--- config.mk ---
export PLATFORM = sky130hd
export DESIGN_NAME = na_write_wb
export DESIGN_NICKNAME = d
export VERILOG_FILES = /design/src/rtl/na_bridge_pkg.sv /design/src/rtl/flit_buffer_16_to_32_bit.sv /design/src/rtl/na_write_wb.sv
export SDC_FILE = /design/constraint.sdc
export NUM_CORES = 1
export LEC_CHECK = 0
export ABC_AREA = 1
export BUFFER_PORTS_ARGS = -buffer_cell sky130_fd_sc_hd__buf_2
export CAP_MARGIN = 20
export CORE_ASPECT_RATIO = 0.75
export CORE_UTILIZATION = 60
export CTS_BUF_LIST = sky130_fd_sc_hd__clkbuf_4
export CTS_CLUSTER_DIAMETER = 200
export DETAILED_ROUTE_END_ITERATION = 6
export PLACE_DENSITY = 0.79
export SYNTH_ARGS = -nofsm -noshare
export SYNTH_HDL_FRONTEND = slang
export SYNTH_HIERARCHICAL = 1
export SYNTH_SLANG_ARGS = --single-unit
--- constraint.sdc ---
create_clock -name clk -period 2.96 [get_ports clk]
set_clock_uncertainty 0.05 [all_clocks]
set_input_delay 0.444 -clock clk [delete_from_list [all_inputs] [get_ports clk]]
set_output_delay 0.444 -clock clk [all_outputs]
set_load 0.01 [all_outputs]
--- src/rtl/na_bridge_pkg.sv ---
// Shared types and constants for the DI-NA bridge write path.
package na_bridge_pkg;

  typedef enum logic [2:0] {
    IDLE,
    COLLECT,
    DISCARD,
    WR_LEN,
    WR_DATA
  } state_t;

  // Endpoint register offsets inside one NA endpoint window
  localparam logic [31:0] LEN_OFS  = 32'h0;
  localparam logic [31:0] DATA_OFS = 32'h4;

  // DI header flit layout: {tdm, rsvd[6:0], ep[7:0]}
  localparam int HDR_TDM_BIT = 15;
  localparam int HDR_EP_LSB  = 0;
  localparam int HDR_EP_W    = 8;

endpackage

--- src/rtl/flit_buffer_16_to_32_bit.sv ---
// Pairs 16-bit DI payload flits into 32-bit NoC words (high half first),
// zero-padding the low half when a packet ends on an odd flit.
module flit_buffer_16_to_32_bit #(
  parameter int MAX_NOC_PKT_LEN = 10,
  parameter int CNT_W           = $clog2(MAX_NOC_PKT_LEN + 1)
) (
  input  logic             clk,
  input  logic             rst_n,
  input  logic             clr,
  input  logic             in_valid,
  input  logic [15:0]      in_data,
  input  logic             in_last,
  output logic             word_valid,
  output logic [31:0]      word,
  output logic             word_last,
  output logic [CNT_W-1:0] word_cnt
);

  logic        phase;
  logic [15:0] hi;

  // A word completes on the second half, or early on a lone final half
  assign word_valid = in_valid & (phase | in_last);
  assign word       = phase ? {hi, in_data} : {in_data, 16'h0};
  assign word_last  = in_valid & in_last;

  // Half-pair assembly state and count of words emitted so far (= next write index)
  always_ff @(posedge clk or negedge rst_n) begin
    if (!rst_n) begin
      phase    <= 1'b0;
      hi       <= '0;
      word_cnt <= '0;
    end else if (clr) begin
      phase    <= 1'b0;
      hi       <= '0;
      word_cnt <= '0;
    end else if (in_valid) begin
      phase <= ~phase & ~in_last;
      if (!phase) hi <= in_data;
      // Saturate: the overflowing word is never stored, the packet is discarded
      if (word_valid && word_cnt != CNT_W'(MAX_NOC_PKT_LEN)) word_cnt <= word_cnt + 1'b1;
    end
  end

endmodule

--- src/rtl/na_write_wb.sv ---
// DI -> NoC egress: collects one DI packet into 32-bit words, then writes
// length and payload words into the selected NA endpoint over classic Wishbone.
import na_bridge_pkg::*;

module na_write_wb #(
  parameter int          MAX_NOC_PKT_LEN   = 10,
  parameter int          DI_FLIT_WIDTH     = 16,
  parameter int          NOC_FLIT_WIDTH    = 32,
  parameter int          NUM_BE_ENDPOINTS  = 1,
  parameter int          NUM_TDM_ENDPOINTS = 1,
  parameter logic [31:0] TDM_BASE          = 32'h0000,
  parameter logic [31:0] BE_BASE           = 32'h1000,
  parameter logic [31:0] EP_STRIDE         = 32'h100
) (
  input  logic                      clk,
  input  logic                      rst_debug_n,
  input  logic                      enable,
  input  logic [DI_FLIT_WIDTH-1:0]  in_flit_data,
  input  logic                      in_flit_valid,
  input  logic                      in_flit_last,
  output logic                      in_flit_ready,
  output logic [31:0]               wb_adr_o,
  output logic [NOC_FLIT_WIDTH-1:0] wb_dat_o,
  output logic [3:0]                wb_sel_o,
  output logic                      wb_we_o,
  output logic                      wb_cyc_o,
  output logic                      wb_stb_o,
  input  logic                      wb_ack_i,
  input  logic                      wb_err_i,
  output logic                      err_drop,
  output logic                      busy
);

  localparam int CNT_W = $clog2(MAX_NOC_PKT_LEN + 1);

  state_t                    state, nxt;
  logic                      cyc, cyc_nxt, drop_nxt, rd_inc;
  logic                      tdm_q;
  logic [HDR_EP_W-1:0]       ep_q;
  logic [CNT_W-1:0]          rd_ptr;
  logic [NOC_FLIT_WIDTH-1:0] mem [MAX_NOC_PKT_LEN];

  logic             accept, hdr_ep_ok, ovf;
  logic             word_valid, word_last;
  logic [31:0]      word;
  logic [CNT_W-1:0] word_cnt;
  logic [31:0]      base;

  assign in_flit_ready = (state == IDLE && enable) || state == COLLECT || state == DISCARD;
  assign accept        = in_flit_valid & in_flit_ready;
  assign busy          = (state != IDLE);
  assign hdr_ep_ok     = in_flit_data[HDR_TDM_BIT]
                       ? int'(in_flit_data[HDR_EP_LSB +: HDR_EP_W]) < NUM_TDM_ENDPOINTS
                       : int'(in_flit_data[HDR_EP_LSB +: HDR_EP_W]) < NUM_BE_ENDPOINTS;

  flit_buffer_16_to_32_bit #(.MAX_NOC_PKT_LEN(MAX_NOC_PKT_LEN), .CNT_W(CNT_W)) u_buf (
    .clk       (clk),
    .rst_n     (rst_debug_n),
    .clr       (state == IDLE),
    .in_valid  (accept && state == COLLECT),
    .in_data   (in_flit_data),
    .in_last   (in_flit_last),
    .word_valid(word_valid),
    .word      (word),
    .word_last (word_last),
    .word_cnt  (word_cnt)
  );

  // A completed word with the buffer already full means the packet is too long
  assign ovf = word_valid && word_cnt == CNT_W'(MAX_NOC_PKT_LEN);

  // Outputs are gated by cyc so they read zero while the bus is idle
  assign base     = tdm_q ? TDM_BASE : BE_BASE;
  assign wb_adr_o = cyc ? base + 32'(ep_q) * EP_STRIDE + ((state == WR_DATA) ? DATA_OFS : LEN_OFS) : '0;
  assign wb_dat_o = !cyc ? '0 : (state == WR_LEN) ? NOC_FLIT_WIDTH'(word_cnt) : mem[rd_ptr];
  assign wb_sel_o = 4'hF;
  assign wb_we_o  = cyc;
  assign wb_cyc_o = cyc;
  assign wb_stb_o = cyc;

  // Next-state, strobe and drop decisions
  always_comb begin
    nxt      = state;
    cyc_nxt  = cyc;
    drop_nxt = 1'b0;
    rd_inc   = 1'b0;
    case (state)
      IDLE: if (accept) begin
        if (in_flit_last)    drop_nxt = 1'b1;
        else if (!hdr_ep_ok) nxt = DISCARD;
        else                 nxt = COLLECT;
      end
      COLLECT: if (accept) begin
        if (ovf) begin
          if (word_last) begin nxt = IDLE; drop_nxt = 1'b1; end
          else nxt = DISCARD;
        end else if (word_last) begin
          nxt     = WR_LEN;
          cyc_nxt = 1'b1;
        end
      end
      DISCARD: if (accept && in_flit_last) begin
        nxt      = IDLE;
        drop_nxt = 1'b1;
      end
      WR_LEN: if (cyc && wb_err_i) begin
        nxt = IDLE; cyc_nxt = 1'b0; drop_nxt = 1'b1;
      end else if (cyc && wb_ack_i) begin
        nxt = WR_DATA; cyc_nxt = 1'b0;
      end
      WR_DATA: if (!cyc) begin
        cyc_nxt = 1'b1;
      end else if (wb_err_i) begin
        nxt = IDLE; cyc_nxt = 1'b0; drop_nxt = 1'b1;
      end else if (wb_ack_i) begin
        cyc_nxt = 1'b0;
        rd_inc  = 1'b1;
        if (rd_ptr == word_cnt - 1'b1) nxt = IDLE;
      end
      default: nxt = IDLE;
    endcase
  end

  // State, bus strobe, drop pulse, header capture and read pointer
  always_ff @(posedge clk or negedge rst_debug_n) begin
    if (!rst_debug_n) begin
      state    <= IDLE;
      cyc      <= 1'b0;
      err_drop <= 1'b0;
      tdm_q    <= 1'b0;
      ep_q     <= '0;
      rd_ptr   <= '0;
    end else begin
      state    <= nxt;
      cyc      <= cyc_nxt;
      err_drop <= drop_nxt;
      if (state == IDLE && accept) begin
        tdm_q <= in_flit_data[HDR_TDM_BIT];
        ep_q  <= in_flit_data[HDR_EP_LSB +: HDR_EP_W];
      end
      if (state == IDLE) rd_ptr <= '0;
      else if (rd_inc)   rd_ptr <= rd_ptr + 1'b1;
    end
  end

  // Packet RAM: words stored in arrival order
  always_ff @(posedge clk or negedge rst_debug_n) begin
    if (!rst_debug_n) begin
      for (int i = 0; i < MAX_NOC_PKT_LEN; i++) mem[i] <= '0;
    end else if (state == COLLECT && word_valid && !ovf) begin
      mem[word_cnt] <= word;
    end
  end

endmodule

# Word-level counts from Yosys, hierarchy flattened
# Cells that the tools add are included.
word_totals:
  reg_bits: 359
  latchBits: 0
  mem_bits_rw: 0
  romBits: 0
  inputBits: 23
  output_inout_bits: 74
  wordCells: 140
  memories: 0
op_classes:
  addsub: 5
  n_mul: 0
  div: 0
  magnitude_cmp: 4
  eq_ne: 19
  n_shift: 0
  n_mux: 60
  n_bitwise: 9
  reduce_logical: 24
op_table:
  columns: ["op", "n"]
  rows:
  - ["bitwise mux 320 bit", 1]
  - ["two-way mux 32 bit", 6]
  - ["binary-select mux 32 bit (select 4 bit)", 1]
  - ["demux 32 bit (select 4 bit)", 1]
  - ["two-way mux 16 bit", 3]
  - ["two-way mux 3 bit", 13]
  - ["two-way mux 1 bit", 23]
  - ["two-way mux 4 bit", 5]
  - ["adder 17 x 3 -> 18 bit", 1]
  - ["two-way mux 18 bit", 1]
  - ["adder 13 x 16 -> 17 bit", 1]
  - ["case mux 3 bit (5 select lines)", 1]
  - ["two-way mux 13 bit", 1]
  - ["logical AND 1 bit", 11]
  - ["greater-or-equal comparator 5 bit, second input constant", 2]
  - ["!= test 2 bit, second input constant", 5]
  - ["NOT 4 -> 5 bit", 2]
  - ["AND reduction 9 bit", 1]
  - ["adder 4 x 1 -> 4 bit, second input constant", 2]
  - ["< comparator 8 x 1 -> 1 bit, second input constant", 1]
  - ["equality test 3 x 2 -> 1 bit, second input constant", 2]
  - ["!= test 2 x 1 -> 1 bit, second input constant", 3]
  - ["!= test 3 x 2 -> 1 bit, second input constant", 2]
  - ["nonzero test 2 bit", 3]
  - ["other kinds (21)", 29]

# Logic depth before layout (Yosys ltp)
depth:
  depth_word: 11
  depth_mapped: 13

# Cells and area by module
# Netlist, hierarchy kept.
by_module_without_submodules:
  columns: ["module", "n_inst", "cells_each", "area_per_inst_um2", "seq_area_each_um2"]
  rows:
  - ["na_write_wb", 1, 1934, 15957.8, 8458.1]
  - ["flit_buffer_16_to_32_bit", 1, 161, 1312.5, 525.5]

# Worst setup path after synthesis
# Ideal clock, no wire load.
synth_timing:
  path_kind: "register to register"
  from: "register state[2]"
  to: "register mem[203] (netlist bit)"
  setup_ps: 130
  t_arrival_ps: 2138
  required_time_ps: 2780
  slack_ps: 642
  path_stages_with_launch: 12
  path_buffers: 1
  period_less_slack_ps: 2318
  path_cell_list: "dfrtp_1 -> nor2_2 -> nand2_1 -> nor2_1 -> nand2_2 -> nand2_4 -> nand2_1 -> nor2_2 -> nor2_8 -> nand3_4 -> clkbuf_1 -> o21ai_1"
synth_between:
  elab_chain_cells: 10
  elab_cells_between_ends: 13
  classes_between: "eq/ne (2); bitwise (2); reduce/logical (9)"
synth_lines:
  columns: ["item", "line_no", "rtl"]
  rows:
  - ["start: declaration", "na_write_wb.sv:36", "state_t state, nxt;"]
  - ["start signal: assignment", "na_write_wb.sv:134", "state <= nxt;"]
  - ["logical NOT 3 bit", "na_write_wb.sv:49", "assign in_flit_ready = (state == IDLE && enable) || state == COLLECT || state == DISCARD;"]
  - ["logical AND 1 bit", "na_write_wb.sv:49", null]
  - ["logical OR 1 bit (2 in series)", "na_write_wb.sv:49", null]
  - ["AND 1 bit", "na_write_wb.sv:50", "assign accept = in_flit_valid & in_flit_ready;"]
  - ["logical AND 1 bit *", "na_write_wb.sv:60", ".in_valid (accept && state == COLLECT),"]
  - ["AND 1 bit *", "flit_buffer_16_to_32_bit.sv:23", "assign word_valid = in_valid & (phase | in_last);"]
  - ["net word_valid", "na_write_wb.sv:44", "logic word_valid, word_last;"]
  - ["logical AND 1 bit", "na_write_wb.sv:70", "assign ovf = word_valid && word_cnt == CNT_W'(MAX_NOC_PKT_LEN);"]
  - ["logical NOT 1 bit", "na_write_wb.sv:150", "end else if (state == COLLECT && word_valid && !ovf) begin"]
  - ["logical AND 1 bit *", "na_write_wb.sv:150", null]
  - ["end signal: indexed assignment", "na_write_wb.sv:151", "mem[word_cnt] <= word;"]
  - ["end: declaration", "na_write_wb.sv:41", "logic [NOC_FLIT_WIDTH-1:0] mem [MAX_NOC_PKT_LEN];"]
# The timed path passes the listed nets; every way through them passes the cells marked *.
# A chain may end at the register's enable or synchronous reset.

# Worst setup path after layout
layout_timing:
  from: "register rd_ptr[1]"
  to: "output port wb_dat_o[31]"
layout_between:
  elab_chain_cells: 6
layout_lines:
  columns: ["item", "line_no", "rtl"]
  rows:
  - ["start: declaration", "na_write_wb.sv:40", "logic [CNT_W-1:0] rd_ptr;"]
  - ["start signal: assignment", "na_write_wb.sv:142", "else if (rd_inc) rd_ptr <= rd_ptr + 1'b1;"]
  - ["NOT 4 -> 5 bit (not written as such)", "na_write_wb.sv:75", "assign wb_dat_o = !cyc ? '0 : (state == WR_LEN) ? NOC_FLIT_WIDTH'(word_cnt) : mem[rd_ptr];"]
  - ["binary-select mux 32 bit (select 4 bit)", "na_write_wb.sv:75", null]
  - ["two-way mux 32 bit (not written as such) (2 in series)", "na_write_wb.sv:75", null]
  - ["two-way mux 32 bit (2 in series)", "na_write_wb.sv:75", null]
  - ["end: declaration", "na_write_wb.sv:23", "output logic [NOC_FLIT_WIDTH-1:0] wb_dat_o,"]
# No other way between the ends. The select of a mux whose other input is x is not followed.

==> flow_metrics.py <==
metrics = {
    "drt": {
        "drt-vias-per-instance": 6.03,
        "routed_wirelength_mm": 53.7,
        "ant_nets": 0,
        "drtIter0Drc": 1982,
        "first_pass_iters": 6,
        "drcViolationCount": 0,
        "routed_wire_length_per_instance_um": 20.3,
        "num_vias": 16000,
    },
    "power": {
        "p_per_area_mw_per_mm2": 489,
        "switching_share": 0.265,
        "clkPwrFrac": 0.401,
        "power.share.combinational": 0.092,
        "sequentialPowerShare": 0.507,
        "ir_drop_mv": 0.449,
        "internal_power_uw": 7290,
        "total_power_after_layout_uw": 9920,
        "switchingPower_uw": 2630,
        "cellLeakagePower_uw": 0.00950,
    },
    "synthesis": {
        "synth_cell_types": 39,
        "synth_top_area_cell": "dfrtp_1",
        "syn_area_cell_um2": 8.24,
        "netlist.area_leader.share": 0.520,
        "synth_top_area_cells": "dfrtp_1, nand2_1, o21ai_1",
        "synth.cell_area_mm2": 0.0173,
        "synthesis.yosys.warnings": 6,
        "sequential_area_share_after_synthesis": 0.520,
        "post_synth_inst_count": 2095,
        "synth.ff_latch_count": 359,
    },
    "clock_network": {
        "cts_htree_levels": 3,
        "cts-root-buf": "clkbuf_4",
        "clock_tree.buffer_depth": 3,
        "cts_tree": "done",
        "clk_pin_slew_worst_paths_ns": 0.07,
        "numClockSinks": 359,
        "numCtsBuffers": 87,
        "clock_latency_ns": 0.76,
    },
    "timing": {
        "maxSlewHeadroom": 0.620,
        "post-route-period-util": 1.02,
        "setup_total_negative_slack_ns": -0.233,
        "finalSetupViolCount": 8,
        "clock.fmax_ghz": 0.332,
        "hold_violations": 0,
        "final_period_minus_worst_setup_slack_ns": 3.01,
        "timing_max_transition_violations_final": 0,
        "rsz_0062_raised_after_global_routing": "yes",
        "worst_slew_pin_slew_ns": 0.569,
        "fin_ws_ns": -0.0529,
    },
    "setup_path": {
        "worstPathMaxFanout": 8,
        "startpoint_type": "register",
        "crit_arrival_ns": 2.52,
        "critical_path_class": "reg2out",
        "timing.critical_path.to_type": "primary output",
        "critPathRequiredTime_ns": 2.47,
    },
    "cells_and_area": {
        "ff_latch_area_mm2": 0.00899,
        "multi_input_area_mm2": 0.00725,
        "final_net_count": 2255,
        "postLayoutCellArea_mm2": 0.0203,
        "flow.area_growth_from_synthesis_pct": 17.6,
        "finish.utilization": 0.720,
        "layout.filler_cells": 2084,
        "instances_no_fill": 2649,
        "layout-drive-gt1-share": 0.173,
    },
    "run": {
        "drv_cap": 0,
    },
    "global_routing": {
        "grt_pass1_vias": 15100,
        "grt_antenna_before_repair": 2,
        "gr-total-overflow": 0,
        "grtUsageTotal": 0.359,
        "grt_first_pass_wirelength_mm": 81.7,
        "grt_max_degree": 92,
    },
    "worst_hold_path": {
        "hold_path.class": "in2reg",
    },
    "die": {
        "floorplan.die.width_um": 198,
        "row_count": 53,
        "num_io_pins": 97,
        "core_area_mm2": 0.0282,
        "start_util": 0.613,
        "fp.dieArea_mm2": 0.0295,
        "chipHeight_um": 149,
    },
    "status": {
        "status": "finished with violations",
        "violated_checks": "setup timing",
    },
    "placement": {
        "dp_hpwl_mm": 28.8,
        "dpl.cell_count": 2457,
        "globalplace.congestion": 0.874,
        "io_buffer_count": 70,
        "detailed_place.area_mm2": 0.0180,
    },
}
==> worst max-delay path: stages (launching register included) <==
cell	delay (ns)
dfrtp_4	0.50
buf_12	0.16
buf_16	0.14
nor3_4	0.20
buf_12	0.17
buf_12	0.15
nand2_1	0.07
a21oi_2	0.21
buf_2	0.17
==> cell usage after synthesis, drive strengths merged <==
cell	count
clkbuf	65
nand3b	1
o22ai	17
o21bai	2
o21ai	485
conb	2
o211ai	64
nor3	3
nand3	56
clkinv	4
a21oi	43
ha	9
xor2	1
nand4	9
buf	101
inv	104
nor3b	1
nor2	223
nand2	539
mux2	7
dfrtp	359
==> cells by family (layout without fill, tap and decap cells) <==
group,Yosys count,after routing,synth area share
AO/OA/AOI/OAI,611,611,0.192
XOR/XNOR,1,1,0.000507
flip-flops,359,359,0.520
multiplexers,7,7,0.00456
AND/OR/NAND/NOR,832,832,0.200
adder cells (fa/ha/maj),9,9,0.00652
other,2,27,0.000435
buffers and inverters,274,418,0.0763
==> per-stage QoR <==
stage               hold slack (ns)  setup slack [ns]
finish                       0.0496           -0.0529
floorplan                    0.0984             0.642
global route                 0.0188           -0.0913
global placement              0.410             0.413
detailed placement            0.405             0.312
CTS                         0.00223           -0.0488
==> per-layer routing <==
| layer | part of all wire | vias up | track usage |
|---|---|---|---|
| met5 | 0 | - | 0 |
| met4 | 0.030 | 0 | 0.146 |
| met3 | 0.12 | 156 | 0.0927 |
| met2 | 0.45 | 990 | 0.539 |
| met1 | 0.40 | 7662 | 0.497 |
| li1 | - | 7170 | - |
==> final timing paths <==
check,start,end,slack [ns],depth (start not counted)
worst max register to register,state[2]$_DFFE_PN0P_,mem[113]$_DFFE_PN0P_,0.22,11
worst max-delay path,rd_ptr[1]$_DFFE_PN0P_,wb_dat_o[31],-0.05,8
worst min register to register,mem[228]$_DFFE_PN0P_,mem[228]$_DFFE_PN0P_,0.43,2
min in group asynchronous,rst_debug_n,mem[232]$_DFFE_PN0P_,0.23,2
max in group asynchronous,rst_debug_n,mem[313]$_DFFE_PN0P_,1.70,3
worst min-delay path,in_flit_data[4],ep_q[4]$_DFFE_PN0P_,0.05,2
==> power groups by stage <==
| stage | clock network (uW) | logic, uW | registers (uW) |
|---|---|---|---|
| detailed placement | 0 | 861 | 5120 |
| floorplan | 0 | 532 | 5110 |
| CTS | 3990 | 887 | 5030 |
| finish | 3980 | 911 | 5030 |
| global route | 4250 | 996 | 5040 |
| global placement | 0 | 824 | 5110 |
==> flip-flops by register name, summed over array words and instances (netlist names) <==
name / count
ep_q: 8
rd_ptr: 4
u_buf/phase: 1
mem: 320
err_drop: 1
tdm_q: 1
u_buf/word_cnt: 4
wb_cyc_o: 1
state: 3
u_buf/hi: 16
==> layout by cell type (no fill, tap or decap), types with 26 or more instances in the layout <==
cell type	netlist	layout
inv_1	97	97
nand2_1	529	523
nor2_1	217	203
conb_1	2	26
dfrtp_1	359	357
buf_4	29	33
a21oi_2	0	29
o21ai_1	337	358
nand3_1	50	49
buf_2	57	65
clkbuf_4	0	122
o211ai_1	64	64
buf_12	0	28
o21ai_0	147	126
==> cell type report <==
type / instances / area share
Timing Repair Buffer: 181 / 0.105
Sequential cell: 359 / 0.443
Clock buffer: 122 / 0.0451
Multi-Input combinational cell: 1486 / 0.357
Antenna cell: 1 / 0.000123
Inverter: 108 / 0.0218
Tap cell: 385 / 0.0237
Clock inverter: 7 / 0.00388
==> what timing repair did <==
action / CTS / global route
cloned: 13 / 9
setup endpoints to repair: 32 / 32
pin swaps: 13 / 38
buffers inserted: 15 / 11
hold endpoints to repair: 86 / 0
hold buffers: 17 / 0
resized for setup: 43 / 82
(Power assumes the default switching activity.)
